$ cat config.mk
export PLATFORM = sky130hd
export DESIGN_NAME = ni_packetizer
export DESIGN_NICKNAME = d
export VERILOG_FILES = /design/src/rtl/ni_packetizer_pkg.sv /design/src/rtl/ni_packetizer_credit_counter.sv /design/src/rtl/ni_packetizer.sv
export SDC_FILE = /design/constraint.sdc
export NUM_CORES = 1
export LEC_CHECK = 0
export CORE_MARGIN = 4
export CORE_UTILIZATION = 50
export DETAILED_ROUTE_END_ITERATION = 10
export PLACE_DENSITY = 0.82
export SLEW_MARGIN = 10
export SYNTH_ARGS = -nofsm -noshare
export SYNTH_HDL_FRONTEND = slang
export SYNTH_HIERARCHICAL = 1
export SYNTH_SLANG_ARGS = --single-unit
$ cat constraint.sdc
create_clock -name clk -period 7.6 [get_ports clk]
set_clock_uncertainty 0.1 [all_clocks]
set_input_delay 1.52 -clock clk [delete_from_list [all_inputs] [get_ports clk]]
set_output_delay 1.52 -clock clk [all_outputs]
set_load 0.01 [all_outputs]
$ cat src/rtl/ni_packetizer_pkg.sv
`default_nettype none
// ============================================================================
// Module   : ni_packetizer_pkg
// Brief    : Flit bit positions, head-field offsets and FSM state encodings
// Revision : 1.0
// ============================================================================
package ni_packetizer_pkg;

    localparam int FLIT_W     = 32;
    localparam int PAYLOAD_W  = 29;

    localparam int VALID_B    = 31;
    localparam int HEAD_B     = 30;
    localparam int TAIL_B     = 29;

    localparam int DEST_X_LSB = 24;
    localparam int DEST_Y_LSB = 20;
    localparam int LEN_LSB    = 12;

    localparam logic [1:0] ST_IDLE = 2'd0;
    localparam logic [1:0] ST_HEAD = 2'd1;
    localparam logic [1:0] ST_BODY = 2'd2;

endpackage
`default_nettype wire

$ cat src/rtl/ni_packetizer_credit_counter.sv
`default_nettype none
// ============================================================================
// Module   : ni_packetizer_credit_counter
// Brief    : Downstream buffer credit tracker with sticky overflow flag
// Revision : 1.0
// ============================================================================
module ni_packetizer_credit_counter #(
    parameter int BUF_DEPTH = 4
) (
    input  logic clk,
    input  logic rst,
    input  logic credit_in,
    input  logic consume,
    output logic has_credit,
    output logic overflow
);

    localparam int              CNT_W = $clog2(BUF_DEPTH + 1);
    localparam logic [CNT_W-1:0] C_FULL = CNT_W'(BUF_DEPTH);
    localparam logic [CNT_W-1:0] C_ONE  = CNT_W'(1);

    logic [CNT_W-1:0] r_count;
    logic             r_overflow;

    always_ff @(posedge clk or negedge rst) begin
        if (!rst) begin
            r_count    <= C_FULL;
            r_overflow <= 1'b0;
        end else if (credit_in && !consume) begin
            // A return at full credit means the inport freed a slot we never used.
            if (r_count == C_FULL) begin
                r_overflow <= 1'b1;
            end else begin
                r_count <= r_count + C_ONE;
            end
        end else if (!credit_in && consume) begin
            r_count <= r_count - C_ONE;
        end
    end

    assign has_credit = (r_count != '0);
    assign overflow   = r_overflow;

endmodule
`default_nettype wire

$ cat src/rtl/ni_packetizer.sv
`default_nettype none
// ============================================================================
// Module   : ni_packetizer
// Brief    : PE-side NI injector building head/body/tail flits under credit flow control
// Revision : 1.0
// ============================================================================
module ni_packetizer
    import ni_packetizer_pkg::*;
#(
    parameter int BUF_DEPTH = 4,
    parameter int ADDR_W    = 4,
    parameter int LEN_W     = 8
) (
    input  logic                 clk,
    input  logic                 rst,
    input  logic                 pe_req_valid,
    output logic                 pe_req_ready,
    input  logic [ADDR_W-1:0]    pe_dest_x,
    input  logic [ADDR_W-1:0]    pe_dest_y,
    input  logic [LEN_W-1:0]     pe_len,
    input  logic                 pe_data_valid,
    output logic                 pe_data_ready,
    input  logic [PAYLOAD_W-1:0] pe_data,
    input  logic                 credit_in,
    output logic [FLIT_W-1:0]    channel_out,
    output logic                 busy,
    output logic                 credit_err
);

    localparam logic [LEN_W-1:0] C_LEN_ONE = LEN_W'(1);

    logic [1:0]        r_state;
    logic [ADDR_W-1:0] r_dest_x;
    logic [ADDR_W-1:0] r_dest_y;
    logic [LEN_W-1:0]  r_len;
    logic [LEN_W-1:0]  r_remaining;
    logic [FLIT_W-1:0] r_channel;

    logic              w_has_credit;
    logic              w_send_head;
    logic              w_send_body;
    logic              w_consume;
    logic [FLIT_W-1:0] w_flit;

    ni_packetizer_credit_counter #(
        .BUF_DEPTH (BUF_DEPTH)
    ) u_credit_counter (
        .clk        (clk),
        .rst        (rst),
        .credit_in  (credit_in),
        .consume    (w_consume),
        .has_credit (w_has_credit),
        .overflow   (credit_err)
    );

    assign w_send_head   = (r_state == ST_HEAD) && w_has_credit;
    assign pe_data_ready = (r_state == ST_BODY) && w_has_credit;
    assign w_send_body   = pe_data_valid && pe_data_ready;
    assign w_consume     = w_send_head || w_send_body;

    always_comb begin
        w_flit = '0;
        if (w_send_head) begin
            w_flit[VALID_B]                   = 1'b1;
            w_flit[HEAD_B]                    = 1'b1;
            w_flit[TAIL_B]                    = (r_len == '0);
            w_flit[DEST_X_LSB +: ADDR_W]      = r_dest_x;
            w_flit[DEST_Y_LSB +: ADDR_W]      = r_dest_y;
            w_flit[LEN_LSB +: LEN_W]          = r_len;
        end else if (w_send_body) begin
            w_flit[VALID_B]                   = 1'b1;
            w_flit[TAIL_B]                    = (r_remaining == C_LEN_ONE);
            w_flit[PAYLOAD_W-1:0]             = pe_data;
        end
    end

    always_ff @(posedge clk or negedge rst) begin
        if (!rst) begin
            r_state     <= ST_IDLE;
            r_dest_x    <= '0;
            r_dest_y    <= '0;
            r_len       <= '0;
            r_remaining <= '0;
            r_channel   <= '0;
        end else begin
            r_channel <= w_flit;
            case (r_state)
                ST_IDLE: begin
                    if (pe_req_valid) begin
                        r_dest_x    <= pe_dest_x;
                        r_dest_y    <= pe_dest_y;
                        r_len       <= pe_len;
                        r_remaining <= pe_len;
                        r_state     <= ST_HEAD;
                    end
                end
                ST_HEAD: begin
                    if (w_send_head) begin
                        r_state <= (r_len == '0) ? ST_IDLE : ST_BODY;
                    end
                end
                ST_BODY: begin
                    if (w_send_body) begin
                        r_remaining <= r_remaining - C_LEN_ONE;
                        if (r_remaining == C_LEN_ONE) begin
                            r_state <= ST_IDLE;
                        end
                    end
                end
                default: r_state <= ST_IDLE;
            endcase
        end
    end

    assign channel_out  = r_channel;
    assign busy         = (r_state != ST_IDLE);
    assign pe_req_ready = (r_state == ST_IDLE);

endmodule
`default_nettype wire

After elaboration in Yosys (flattened, before gate mapping). Index checks and enable logic that the tools add are counted.

$add $sub $neg: 3. Equal/unequal tests: 9. Muxes and demuxes: 20. Reduce and logical (&&, ||, !) cells: 19.

Operators with widths (count): $mux 30 (1); $mux 16 (1); $mux 8 (2); $pmux 8 s2 (1); $mux 12 (1); $mux 2 (5); $mux 3 (3); $eq 8x1->1 const B (1); $logic_not 8->1 (1); $ne 2x2->1 const B (4); $sub 8x1->8 const B (1); $pmux 2 s3 (1); $reduce_and 2->1 (3); $reduce_bool 2->1 (3); $logic_and 1x1->1 (5); $mux 1 (5); $reduce_and 4->1 (1); $add 3x1->3 const B (1); $eq 3x3->1 const B (1); $reduce_and 3->1 (1); $reduce_bool 3->1 (1); $sub 3x1->3 const B (1); $eq 2x1->1 const B (1); $eq 2x2->1 const B (1); 4 further kinds (5).

Register bits after elaboration: 62. Output and inout port bits: 36. Word-level logic and storage cells: 59.

Depth between registers and ports, before layout. Gate-level depths: netlist of run 1.

Depth after elaboration: 8. Gate-level depth with buffers: 12. Mapped depth without buffers: 11.

Hierarchy. Netlist of run 1, hierarchy kept.

Modules (own cells, without submodules): ni_packetizer (times used 1, cells an instance 214, area an instance 2428.6 um^2, sequential area each 1451.4 um^2); ni_packetizer_credit_counter (times used 1, cells an instance 31, area an instance 294.0 um^2, sequential area each 101.3 um^2).

Least setup slack after synthesis of run 1. No wires, ideal clock.

Path kind: input to register. Start point: in pe_data_valid. End point: reg u_credit_counter.r_count[2]. Setup time: 88 ps. Data arrival time: 2933 ps. Path slack: 4479 ps. Cell stages on the path: 9. Buffers on the path: 1. Cells stage by stage: nand4b_2 -> nand2_1 -> buf_4 -> inv_1 -> nand2_1 -> fa_1 -> nand3b_1 -> o22ai_1 -> a221oi_2.

Word-level cells in the longest chain between the ends: 6. Elaborated cells between the ends (all ways): 9. Classes of those cells: 1 x eq/ne; 1 x mux; 7 x reduce/logical.

Ends and longest elaborated chain: start: declaration (RTL line ni_packetizer.sv:21) `input logic pe_data_valid,`; $logic_and 1x1->1 (*) (RTL line ni_packetizer.sv:58) `assign w_send_body = pe_data_valid && pe_data_ready;`; $logic_or 1x1->1 (*) (RTL line ni_packetizer.sv:59) `assign w_consume = w_send_head || w_send_body;`; net w_consume (RTL line ni_packetizer.sv:42) `logic w_consume;`; $logic_not 1->1 (RTL line ni_packetizer_credit_counter.sv:29) `end else if (credit_in && !consume) begin`; $logic_and 1x1->1 (RTL line ni_packetizer_credit_counter.sv:29); $ne 2x2->1 (no line) or $reduce_bool 2->1 (tied branches); $reduce_and 2->1 (no line); end signal: assignment (RTL line ni_packetizer_credit_counter.sv:34) `r_count <= r_count + C_ONE;`; end signal: assignment (RTL line ni_packetizer_credit_counter.sv:37) `r_count <= r_count - C_ONE;`; end: declaration (RTL line ni_packetizer_credit_counter.sv:22) `logic [CNT_W-1:0] r_count;`.

Mark *: on every way through the listed nets, which the timed path passes. The rest lies on a longest branch. A chain may end at the register's enable or synchronous reset.

Final worst setup path of run 1.
Start point: reg r_state[1]. End point: out pe_req_ready.

Word-level cells in the longest chain between the ends: 1.

Ends and longest elaborated chain: start: declaration (RTL line ni_packetizer.sv:32) `logic [1:0] r_state;`; start signal: assignment (RTL line ni_packetizer.sv:99) `r_state <= (r_len == '0) ? ST_IDLE : ST_BODY;`; $logic_not 2->1 (RTL line ni_packetizer.sv:117) `assign pe_req_ready = (r_state == ST_IDLE);`; end: declaration (RTL line ni_packetizer.sv:17) `output logic pe_req_ready,`.

Every way passes these cells.

==> results of run 1 <==
layout make-up:
| cell class | count | area share |
|---|---|---|
| clock inverters | 7 | 0.01933 |
| repair buffers | 87 | 0.2293 |
| multi-input cells | 160 | 0.2720 |
| clock buffers | 9 | 0.03300 |
| flip-flops and latches | 62 | 0.4137 |
| inverters | 9 | 0.009333 |
| well taps | 70 | 0.02333 |
flip-flops by register name, summed over array words and instances, names as in the netlist:
register,flops
channel_out,32
r_dest_x,4
r_dest_y,4
r_len,8
r_remaining,8
r_state,2
u_credit_counter/overflow,1
u_credit_counter/r_count,3
kinds of logic after synthesis:
logic type / after synthesis
compound gates: 42
xor+xnor: 1
fa+ha+maj: 3
buf+inv: 23
flops: 62
mux: 4
simple gates: 110
metrics by stage:
stage / instance area [um^2] / utilization / hold slack (ns) / power [uW] / worst slack, ns
global route: 3754 / 0.7212 / 0.3992 / 1476 / 4.010
finish: 3754 / 0.7212 / 0.3825 / 1374 / 4.113
global placement: 3557 / 0.6834 / 0.3610 / 1075 / 3.851
detailed placement: 3557 / 0.6834 / 0.3627 / 1094 / 3.794
floorplan: 2723 / - / 0.3449 / 908.3 / 4.479
CTS: 3754 / 0.7212 / 0.3811 / 1386 / 4.092
worst min-delay path by stage:
| stage | to | slack, ns | cells past startpoint |
|---|---|---|---|
| 2_1_floorplan | r_dest_y[0]$_DFFE_PN0P_ | 0.34 | 2 |
| 3_3_place_gp | r_dest_x[3]$_DFFE_PN0P_ | 0.36 | 2 |
| 3_5_place_dp | r_dest_y[1]$_DFFE_PN0P_ | 0.36 | 2 |
| 4_1_cts | r_dest_y[1]$_DFFE_PN0P_ | 0.38 | 2 |
| 5_1_grt | r_dest_y[1]$_DFFE_PN0P_ | 0.40 | 2 |
| 6_report | r_dest_y[1]$_DFFE_PN0P_ | 0.38 | 2 |
power breakdown:
part	switching [uW]	internal, uW
clock network	136	152
logic	252	278
registers	105	451
total	493	881
worst max-delay path, cell delays in order (launching register included):
cell and delay (ns):
dfrtp_1 0.55, or2_2 0.38, inv_1 0.06, clkdlybuf4s50_1 0.54
cell usage in the layout, fill, tap and decap left out, types with 3 or more instances in the layout:
master / n
mux2i_1: 3
o22ai_1: 5
clkinv_2: 3
nor2_1: 6
clkbuf_8: 9
nand4_1: 3
and2_1: 14
nor2b_1: 3
clkdlybuf4s50_1: 84
nand2_1: 56
nand3_1: 3
nor3_1: 4
inv_1: 8
a22o_1: 17
a22oi_1: 4
dfrtp_1: 61
nor4_1: 3
layer usage:
| metal | wire length [um] | vias to the layer above | part of all wire |
|---|---|---|---|
| met5 | 0 | - | 0 |
| met4 | 101 | 0 | 0.017 |
| met3 | 482 | 9 | 0.080 |
| met2 | 2914 | 70 | 0.48 |
| met1 | 2563 | 1011 | 0.42 |
| li1 | - | 1013 | - |
==> summary.md, run 1 <==
| Metric | Value |
|---|---|
| Initial Utilization | `0.5231` |
| FF+latch area | `1553 um^2` |
| Top cells by area, synth | `dfrtp_1 (56%), nand2_1 (7.7%), a22o_1 (5.5%), and2_1 (3.2%), buf_6 (2.1%)` |
| Avg Inst Size Synth | `~11 um^2` |
| Gr ovfl total | `0` |
| Vias in the first global route | `between 2000 and 2500` |
| Unrepaired setup endpoints after global routing | `false` |
| Reg-to-reg endpoint | `u_credit_counter/r_count[2]$_DFFE_PN1P_` |
| Diodes inserted | `0` |
| Final ANT Viol Nets | `0` |
| Leakage | `0.001726 uW` |
| IO Pins | `86` |
| End of the critical path | `pe_req_ready` |
| Post-CTS Setup Inserts | `0` |
| Final GP Congestion | `around 0.83` |
| Reg-to-Reg Start | `u_credit_counter/r_count[0]$_DFFE_PN0P_` |
| Routed vias | `between 2000 and 2500` |
| 1st-pass router iterations | `4` |
| Port bufs | `85` |
| Syn-to-layout area delta | `37.87%` |
| Placed insts | `388` |
| Resize count post-CTS | `0` |
| Sequential area share after synthesis | `0.5703` |
| Htree depth | `3` |
| Post-Synth Adder-Cell Area | `0.01654` |
| Post-Synth XOR/XNOR Area | `0.003217` |
| F_max | `286.8 MHz` |
| Largest area contributor in the netlist | `dfrtp_1` |
| Post-synthesis compound-gate area fraction | `0.1241` |
| Drt initial violations | `approximately 110` |
| Worst-Skew Late Latency | `0.34 ns` |
| Hold_buf cts | `0` |
| Most Crowded Layer GR | `met2` |
| Initial antenna violation count | `0` |
| Core ar. | `5205 um^2` |
| FP Rows | `26` |
| Crit path launch | `r_state[1]$_DFFE_PN0P_` |
| Mapped Area | `between 2000 and 3000 um^2` |
| Met1 Usage GRT | `0.2633` |
| Largest family of logic cells by synthesized area | `simple AND/OR/NAND/NOR gates` |
| Final wirelength | `6062 um` |
| YS warnings | `6` |
| Post-DP HPWL | `just over 4000 um` |
| Fill count | `approximately 390` |
| Final Setup Violations | `0` |
| Root Driver | `clkbuf_8` |
| First-pass GRT wire length | `9825 um` |
| Die Area | `6690 um^2` |
| Slew HR | `0.2732` |
| Final net count | `382` |
| Mux share of post-synthesis cell area | `0.01654` |
| Setup TNS | `0 ns` |
| Die Y | `81.79 um` |
| Peak supply drop | `237.8 uV` |
| Area occupied by multi-input gates | `1021 um^2` |
| Final period utilization | `0.4588` |
| Crit path launch type | `flop` |
| Longest Clk Path Bufs | `2` |
| Library cells used by synthesis | `51` |
| Post-synth top area share | `0.5607` |
| Simple-gate share of the synthesized area | `0.2146` |
| Via/cell ratio | `5.205` |
| Leading register cell type out of synthesis | `dfrtp_1` |
| Yosys reg bits | `62` |
| Hold Fails Final Rpt | `0` |
| Crit path max fanout | `13` |
| Status | `completed` |
| CTS buffer count | `9` |
| Top post-synthesis cells by count | `dfrtp_1 (61), nand2_1 (56), a22o_1 (17)` |
| Most frequent cell after synthesis | `dfrtp_1` |
| WL/cell | `15.00 um` |
| Slew Limit Fails | `0` |
| GRT Util Overall | `0.1987` |
| Reg2Reg Setup Slack | `4.93 ns` |
| GR Util met2 | `0.2989` |
| Number of flops mapped to enable cells by yosys | `0` |
| Syn Nets | `298` |
| Final min period | `3.487 ns` |
| PD cells | `366.0 nW/um^2` |
| DRC | `0` |
| Met3 Use GR | `0.06798` |
| Final Instance Count excl. Fillers | `404` |
| Max_cap viols | `0` |
| Hold wc startpoint | `r_dest_y[1]$_DFFE_PN0P_` |
| CP Data Required Time | `around 6 ns` |
| Asr flop ratio synth | `1.000` |
| Worst min path class | `reg2reg` |
| R2R cell count | `11` |
| Type of the worst setup path | `reg2out` |
| Crit path arrival time | `roughly 1.9 ns` |
| Clk slew on worst S/H paths | `approximately 0.070 ns` |
| Cells after Synth | `245` |
| Layout cells sized above 1 | `0.09281` |
| TritonCTS clock tree | `done` |
| Least-Margin Pin Slew | `between 1 and 1.5 ns` |
| Pin count of the biggest net entering global routing | `63` |
| Sink Count | `a little over 60` |
| Die Span X | `81.79 um` |
| Critical Path Sink Type | `output pin` |
No activity file was read; power rests on OpenSTA's default activity.
==> run 2: changes to the inputs <==
CORE_UTILIZATION = 46   (was 50)
PLACE_DENSITY = 0.76   (was 0.82)
clock period = 3.65 ns   (was 7.6 ns; I/O delays follow)
==> run 2 against run 1 <==
Effect of this change:
- combinational power is 110% higher
- total power is 110% higher
- routed wire length is 2.6% higher
- hold slack worse by 0.16 ns
- die area is 7.8% higher
- sequential cell count stayed put
- largest cell class unchanged
- clock-buffer cell count is 4 higher
- clock power is 97% higher
- global-route usage is 1.3 points lower
- largest power group unchanged
- setup slack worse by 3.2 ns
==> summary.md, run 2 (same netlist as run 1, synthesis figures left out) <==
| Metric | Value |
|---|---|
| Root Driver | `clkbuf_8` |
| Crit path launch type | `input pin` |
| Sink Count | `62 (unchanged)` |
| Slowest stage cell, crit path | `fa_1` |
| CP Data Required Time | `3.80 ns (-2.18 ns)` |
| Peak supply drop | `462.1 uV (+94%)` |
| Type of the worst setup path | `in2reg` |
| WL/cell | `15.33 um (+2.1%)` |
| Longest Clk Path Bufs | `2 (unchanged)` |
| Crit path max fanout | `10 (-3)` |
| Post-CTS Setup Inserts | `0 (unchanged)` |
| Hold Fails Final Rpt | `0 (unchanged)` |
| Most common cell after layout, fill and taps aside | `clkdlybuf4s50_1` |
| Final min period | `~2.8 ns` |
| Slew Limit Fails | `0 (unchanged)` |
| Vias in the first global route | `2113 (+3.9%)` |
| Most frequent CP cell | `nand2_1` |
| Via/cell ratio | `5.204 (about the same)` |
| PD cells | `758.7 nW/um^2 (+110%)` |
| TritonCTS clock tree | `done` |
| Hold_buf cts | `0 (unchanged)` |
| Crit path max-delay family | `simple AND/OR/NAND/NOR gates` |
| Syn-to-layout area delta | `38.14%` |
| Gr ovfl total | `0 (unchanged)` |
| 1st-pass router iterations | `4 (unchanged)` |
| Leakage | `0.001729 uW (+0.20%)` |
| FP Rows | `27 (+3.8%)` |
| Htree depth | `3 (unchanged)` |
| Post-DP HPWL | `4380 um (+5.9%)` |
| Die Span X | `84.94 um (+3.8%)` |
| Area occupied by multi-input gates | `1021 um^2 (unchanged)` |
| Least-Margin Pin Slew | `0.6265 ns (-0.4628 ns)` |
| Pin count of the biggest net entering global routing | `46 (-27%)` |
| Resize count post-CTS | `0 (unchanged)` |
| Max reg flops | `32 (unchanged)` |
| Most frequent cells in the layout | `clkdlybuf4s50_1 (84), dfrtp_1 (61), nand2_1 (56)` |
| Unrepaired setup endpoints after global routing | `false` |
| Final GP Congestion | `0.8922 (+7.1%)` |
| Clk slew on worst S/H paths | `0.06 ns (about the same)` |
| Max stage delay on crit path | `0.52 ns (-0.03 ns)` |
| Slew HR | `0.5820 (+0.3088)` |
| IO Pins | `86 (unchanged)` |
| Worst min path class | `in2async` |
| F_max | `359.1 MHz` |
| Die Y | `84.94 um (+3.8%)` |
| Status | `completed` |
| Final period utilization | `0.7630` |
| First-pass GRT wire length | `10440 um (+6.2%)` |
| Final net count | `383 (+0.26%)` |
| Worst-Skew Late Latency | `0.33 ns (about the same)` |
| Initial Utilization | `0.4855 (-0.03758)` |
| Routed vias | `2113 (+0.48%)` |
| Core ar. | `5608 um^2 (+7.7%)` |
| Port bufs | `85 (unchanged)` |
| Fill count | `444 (+15%)` |
| Drt initial violations | `159 (+49%)` |
| Setup TNS | `0 ns (unchanged)` |
| Max_cap viols | `0 (unchanged)` |
| CTS buffer count | `9 (unchanged)` |
| Layout cells sized above 1 | `0.09281 (unchanged)` |
| FF+latch area | `1553 um^2 (unchanged)` |
| Final Setup Violations | `0 (unchanged)` |
| Final ANT Viol Nets | `0 (unchanged)` |
| Crit path cell chain | `clkdlybuf4s50_1, nand4b_2, nand2_1, inv_1, nand2_1, fa_1, nand3b_1, o22ai_1, a221oi_2` |
| Buf/Inv on CP | `2 (unchanged)` |
| Die Area | `7214 um^2 (+7.8%)` |
| Final wirelength | `6222 um (+2.6%)` |
| Diodes inserted | `0 (unchanged)` |
| Initial antenna violation count | `0 (unchanged)` |
| Crit path arrival time | `2.93 ns (+1.06 ns)` |
| Power, Total | `2853 uW (+110%)` |
| GRT Util Overall | `0.1855 (-0.01327)` |
| Critical Path Sink Type | `flop` |
| DRC | `0 (unchanged)` |
[run 2: cell count changes in the layout (fill, tap and decap cells not counted), sizes merged]
cell,delta
bufinv,-1
buf,+1
inv,-1
clkbuf,+4
clkinv,-3
[run 2: metal layers]
layer / share of wire / wire length (um) / GRT usage / up-vias
li1: - / - / - / 1017
met4: 0.020 / 127 / 0.09496 / 0
met2: 0.48 / 2983 / 0.2833 / 68
met3: 0.048 / 301 / 0.04272 / 10
met5: 0 / 0 / 0 / -
met1: 0.45 / 2809 / 0.2479 / 1018
[run 2: area by class of cell]
| cell class | count | area share |
|---|---|---|
| tap | 72 | 0.02395 |
| multi-input combinational | 160 | 0.2715 |
| clock buffer | 13 | 0.04757 |
| clock inverter | 2 | 0.003992 |
| timing repair buffer | 88 | 0.2309 |
| inverter | 9 | 0.009315 |
| sequential | 62 | 0.4128 |
[run 2: report_power, final]
group          total, uW  internal, uW  switching (uW)
Sequential          1160           941             222
Clock                566           317             249
Combinational       1130           584             541
Total               2850          1840            1010
[run 2: metrics by stage]
step / setup slack (ns) / area, um^2 / std cells / utilization / hold slack (ns)
floorplan: 1.272 / 2723 / 245 / - / 0.3344
global placement: 0.6876 / 3567 / 391 / 0.6361 / 0.3594
detailed placement: 0.5488 / 3567 / 391 / 0.6361 / 0.3588
CTS: 0.8973 / 3761 / 406 / 0.6707 / 0.2151
global route: 0.5998 / 3761 / 406 / 0.6707 / 0.2398
finish: 0.8649 / 3761 / 406 / 0.6707 / 0.2260
[run 2: worst paths after layout]
check,end,slack (ns),from,depth (start not counted)
worst max-delay path,u_credit_counter/r_count[2]$_DFFE_PN1P_,0.86,pe_data_valid,9
worst min-delay path,u_credit_counter/overflow$_DFFE_PN0P_,0.23,rst,1
worst max register to register,u_credit_counter/r_count[2]$_DFFE_PN1P_,0.89,u_credit_counter/r_count[0]$_DFFE_PN0P_,11
worst min register to register,u_credit_counter/overflow$_DFFE_PN0P_,0.37,u_credit_counter/overflow$_DFFE_PN0P_,1
max in group asynchronous,r_dest_x[2]$_DFFE_PN0P_,2.34,rst,2
min in group clk,u_credit_counter/overflow$_DFFE_PN0P_,0.37,u_credit_counter/overflow$_DFFE_PN0P_,1
